### config.mk
export PLATFORM = sky130hd
export DESIGN_NAME = dmem_bus_ctrl
export DESIGN_NICKNAME = d
export VERILOG_FILES = /design/src/rtl/dmem_bus_ctrl.sv
export SDC_FILE = /design/constraint.sdc
export NUM_CORES = 1
export LEC_CHECK = 0
export ABC_CLOCK_PERIOD_IN_PS = 4600
export CAP_MARGIN = 20
export CORE_MARGIN = 1.5
export CORE_UTILIZATION = 23
export CTS_CLUSTER_DIAMETER = 50
export CTS_CLUSTER_SIZE = 10
export DETAILED_ROUTE_END_ITERATION = 10
export GPL_ROUTABILITY_DRIVEN = 1
export PLACE_DENSITY = 0.48
export SLEW_MARGIN = 20
export SYNTH_ARGS = -nofsm -noshare
export SYNTH_HDL_FRONTEND = slang
export SYNTH_SLANG_ARGS = --single-unit
export TNS_END_PERCENT = 100
### constraint.sdc
create_clock -name clk -period 4.6 [get_ports clk]
set_clock_uncertainty 0.1 [all_clocks]
set_input_delay 0.92 -clock clk [delete_from_list [all_inputs] [get_ports clk]]
set_output_delay 0.92 -clock clk [all_outputs]
set_load 0.01 [all_outputs]
### src/rtl/dmem_bus_ctrl.sv
`default_nettype none
// ============================================================================
// Module   : dmem_bus_ctrl
// Brief    : Memory-stage data-access controller. It issues single-word
//            requests on the external data bus, drives dstall to the hazard
//            unit and holds load data until the M-stage instruction retires.
// Option   : DMEM_WRITE_BUFFER_EN adds a one-entry posted-write buffer.
// Revision : 1.0 - initial release
// ============================================================================
module dmem_bus_ctrl #(
    parameter int TIMEOUT = 64,
    parameter int CNTW    = 7
) (
    input  logic        clk,
    input  logic        reset,
    input  logic        MemReadM,
    input  logic        MemWriteM,
    input  logic [31:0] AddrM,
    input  logic [31:0] WriteDataM,
    input  logic [3:0]  ByteMaskM,
    input  logic        StallM,
    input  logic        FlushM,
    output logic        dstall,
    output logic [31:0] ReadDataM,
    output logic        DataAbortM,
    output logic        BusReq,
    output logic        BusWrite,
    output logic [31:0] BusAddr,
    output logic [31:0] BusWData,
    output logic [3:0]  BusMask,
    input  logic        BusAck,
    input  logic        BusErr,
    input  logic [31:0] BusRData
);

    typedef enum logic [1:0] {
        IDLE = 2'd0,
        REQ  = 2'd1,
        DONE = 2'd2
    } state_t;

    localparam logic [CNTW-1:0] C_LAST = CNTW'(TIMEOUT - 1);
    localparam logic [CNTW-1:0] C_ONE  = CNTW'(1);

    state_t          r_state;
    state_t          w_stateNext;
    logic [CNTW-1:0] r_count;
    logic            w_access;
    logic            w_accessEff;
    logic            w_issue;
    logic            w_done;
    logic            w_fail;
    logic            w_posted;
    logic            w_unused;

    // Byte-offset bits never reach the word-addressed bus.
    assign w_unused = ^AddrM[1:0];

    assign w_access = (MemReadM | MemWriteM) & ~FlushM;

`ifdef DMEM_WRITE_BUFFER_EN
    // r_posted: the transfer in flight is a buffered store whose instruction
    // has already left M. r_storeHeld: that store is still sitting in M
    // (front-end stall) and must not be captured a second time.
    logic r_posted;
    logic r_storeHeld;

    assign w_posted    = r_posted;
    assign w_accessEff = w_access & ~r_storeHeld;
    assign dstall      = reset & (((r_state == IDLE) & w_accessEff & ~MemWriteM)
                                 | ((r_state == REQ) & ~r_posted)
                                 | ((r_state == REQ) & r_posted & w_accessEff));

    // Track buffer ownership and the retiring posted store.
    always_ff @(posedge clk or negedge reset) begin
        if (!reset) begin
            r_posted    <= 1'b0;
            r_storeHeld <= 1'b0;
        end else begin
            if (w_issue) begin
                r_posted <= MemWriteM;
            end else if (w_done) begin
                r_posted <= 1'b0;
            end
            if (w_issue && MemWriteM) begin
                r_storeHeld <= StallM;
            end else begin
                r_storeHeld <= r_storeHeld & StallM;
            end
        end
    end
`else
    assign w_posted    = 1'b0;
    assign w_accessEff = w_access;
    assign dstall      = reset & (((r_state == IDLE) & w_access) | (r_state == REQ));
`endif

    assign w_issue = (r_state == IDLE) & w_accessEff;
    assign w_done  = (r_state == REQ) & (BusAck | BusErr | (r_count == C_LAST));
    assign w_fail  = (r_state == REQ) & (BusErr | (~BusAck & (r_count == C_LAST)));

    // State register.
    always_ff @(posedge clk or negedge reset) begin
        if (!reset) begin
            r_state <= IDLE;
        end else begin
            r_state <= w_stateNext;
        end
    end

    // Next-state logic; a drained posted store returns straight to IDLE.
    always_comb begin
        w_stateNext = r_state;
        case (r_state)
            IDLE: begin
                if (w_accessEff) begin
                    w_stateNext = REQ;
                end
            end
            REQ: begin
                if (w_done) begin
                    w_stateNext = w_posted ? IDLE : DONE;
                end
            end
            DONE: begin
                if (!StallM) begin
                    w_stateNext = IDLE;
                end
            end
            default: w_stateNext = IDLE;
        endcase
    end

    // Bus request registers, timeout counter, load data and abort pulse.
    always_ff @(posedge clk or negedge reset) begin
        if (!reset) begin
            BusReq     <= 1'b0;
            BusWrite   <= 1'b0;
            BusAddr    <= 32'd0;
            BusWData   <= 32'd0;
            BusMask    <= 4'd0;
            ReadDataM  <= 32'd0;
            DataAbortM <= 1'b0;
            r_count    <= '0;
        end else begin
            DataAbortM <= 1'b0;
            if (w_issue) begin
                BusReq   <= 1'b1;
                BusWrite <= MemWriteM;
                BusAddr  <= {AddrM[31:2], 2'b00};
                BusWData <= WriteDataM;
                BusMask  <= ByteMaskM;
                r_count  <= '0;
            end else if (r_state == REQ) begin
                if (w_done) begin
                    BusReq <= 1'b0;
                    if (w_fail) begin
                        DataAbortM <= 1'b1;
                        if (!w_posted) begin
                            ReadDataM <= 32'd0;
                        end
                    end else if (!BusWrite) begin
                        ReadDataM <= BusRData;
                    end
                end else begin
                    r_count <= r_count + C_ONE;
                end
            end
        end
    end

endmodule
`default_nettype wire

==> summary.md <==
| Metric | Value |
|---|---|
| Status | complete, but fails checks |
| Failing checks | DRC |
| Iteration-0 DRC Markers | 174 |
| Die extent in x | 139.8 um |
| Core Footprint | between 0.015 and 0.02 mm2 |
| Share of cells above drive strength 1 | between 4 and 5% |
| Die area | 0.01955 mm2 |
| CTS tree | yes |
| Clk root buf | clkbuf_16 |
| Post-Route WL | 12290 um |
| #FFs+latches synth | 110 |
| Clock sink count | 110 |
| FFs w/ async S/R, synth | 100.0% |
| First-pass GRT wire length | 19670 um |
| TNS Setup | 0 ns |
| Final hold vios | 0 |
| WL/cell | about 14 um |
| Setup WS post-layout | 1.205 ns |
| Min-Delay Startpoint | BusAddr[9] |
| Setup Fix Bufs, Post-CTS | 0 |
| FF-to-FF setup slack | 2.38 ns |
| Final nets | 723 |
| CP endpoint kind | primary output |
| Critical path class | primary input to primary output |
| Main synth FF type | dfrtp_1 |
| Diode count | 0 |
| Leakage | 3.182 nW |
| DRT Pass-1 Iters | 7 |
| Hold bufs inserted after CTS | 0 |
| Maximum clock frequency | just under 0.3 GHz |
| Worst EP arrival | 2.37 ns |
| Worst-skew pair later-pin latency | ~0.34 ns |
| Cell Area, Placed | 0.006518 mm2 |
| Slew HR | 46.84% |
| WHS Endpoint | BusAddr[9] |
| Number of fill cells | 1821 |
| Post_cts resized | 0 |
| Number of max-cap violations | 0 |
| PwrDens | 605.7 mW/mm2 |
| I/O Pins | between 200 and 250 |
| Worst Tran Pin Value | 0.7974 ns |
| Maximum VDD drop | ~0.23 mV |
| Cells on worst reg2reg path | 4 |
| Clock slew at reported path FFs | 0.08 ns |
| Row count | 49 |
| Hpwl dp | around 8700 um |
| # port buffers | 207 |
| ANT nets after route | 0 |
| Hold path cells | 2 |
| Worst setup SP type | primary input |
| Yosys top cell by area | dfrtp_1 |
| Routability Congestion | just over 0.7 |
| Number of buffers created by CTS | 9 |
| Hold WC Path Type | flip-flop to flip-flop |
| Synth Cell Area | 0.004307 mm2 |
| Avg Synthesized Cell Area | around 10 um2 |
| H-tree depth | 3 |
| Yosys warns | 0 |
| Final worst-path cycle share | between 70 and 80% |
| Most frequent cells in the layout | nand2_1, clkdlybuf4s50_1, dfrtp_1, a22o_1 |
| Die Ht | between 100 and 150 um |
| Min cycle time layout | 3.395 ns |
| Total track usage | 12.78% |
| Top post-synthesis cells by area | dfrtp_1, nand2_1, a22o_1 |
| Max Slew Vio Count | 0 |
| Final setup violation count | 0 |
| Final Cell Area | 0.006798 mm2 |
| Initial Util | 23.73% |
| Placed Cells incl. Taps | ~830 |
| Largest net degree at the start of global routing | between 70 and 80 |
| Synth top area share | between 60% and 70% |
| Dpl ws | 1.220 ns |
| CP max FO | 2 |
| Vias per inst | 4.171 |
| RSZ-0062 raised after global routing | false |
| Worst R2R End | BusAddr[29] |
| Via count | roughly 3500 |
| PnR Total Power | 4.117 mW |
| Remaining global-route overflow | 0 |
| Number of flops mapped to enable cells by yosys | 0 |
| Clock tree buffer depth | 2 |
| Seq/Total Area, Yosys | between 60% and 70% |
| Reg2reg start | r_state[1] |
| Required time of the critical path | 3.58 ns |
| Distinct cell type count after synthesis | 33 |
| DRC Markers | 15 |
| Initial antenna violation count | 0 |
| Non-filler cells, final | 848 |
| Number of global-route vias before repair | 3689 |
| Synth-to-Final Area Change | 57.84% |
| Syn Inst Count | 414 |
==> state kept, by name, indices dropped and copies added (netlist names), 2 cells and up <==
| signal | count |
|---|---|
| BusAddr | 30 |
| BusMask | 4 |
| BusWData | 32 |
| ReadDataM | 32 |
| r_count | 7 |
| r_state | 2 |
==> metal layers <==
metal / GRT usage (%) / part of all wire [%] / vias to the layer above
li1: - / - / 1719
met3: 2.615 / 5.8 / 12
met4: 4.875 / 1.7 / 0
met1: 16.37 / 44 / 1702
met5: 0 / 0 / -
met2: 21.26 / 48 / 104
==> cell usage after synthesis (all sizes together) (2+ instances only) <==
master	n
nand2	206
dfrtp	110
a22o	32
buf	24
nor2	9
xor2	3
and3	2
inv	2
mux2i	2
nor2b	2
o211ai	2
o21a	2
o21ai	2
o31ai	2
==> worst max-delay path, cell delays in order <==
cell and delay, ns:
clkdlybuf4s50_1 0.50, nor2_1 0.07, nor4_2 0.19, o21a_1 0.15
clkdlybuf4s50_1 0.54
==> kinds of logic after synthesis <==
kind of cell,after synthesis,share of synthesized area (%)
adders and majority gates,1,0.2905
muxes,2,0.4649
and+or+nand+nor,227,21.18
buffers and inverters,27,4.852
xor gates and xnor gates,4,0.8136
DFF,110,63.92
other,1,0.08708
AOI/OAI and AO/OA,42,8.396
==> through the flow <==
stage / util, % / hold slack (ns)
after floorplan: - / 0.3699
after global placement: 35.91 / 0.3594
after detailed placement: 35.91 / 0.3615
after CTS: 37.46 / 0.3791
after global routing: 37.46 / 0.4023
final: 37.46 / 0.3765
==> worst max-delay path by stage <==
| stage | end | depth (start not counted) | start | slack (ns) |
|---|---|---|---|---|
| detailed placement | dstall | 5 | MemWriteM | 1.22 |
| floorplan | dstall | 3 | FlushM | 2.03 |
| global placement | dstall | 5 | MemWriteM | 1.26 |
| global route | dstall | 5 | MemWriteM | 1.11 |
| CTS | dstall | 5 | MemWriteM | 1.21 |
| finish | dstall | 5 | MemWriteM | 1.21 |
==> layout make-up <==
class	count	area (um2)	share of cell area, %
flip-flops and latches	110	2753	40.49
repair buffers	213	2115	31.11
multi-input cells	278	1356	19.95
well taps	229	286.5	4.215
clock buffers	9	225.2	3.313
clock inverters	7	55.05	0.8099
inverters	2	7.507	0.1104
==> power by group <==
part	internal, mW	switching (mW)	total (mW)
clock network	0.375	0.371	0.745
registers	1.39	0.236	1.63
logic	0.994	0.752	1.75
total	2.76	1.36	4.12
Note: power is estimated with default switching activity, not from simulation.
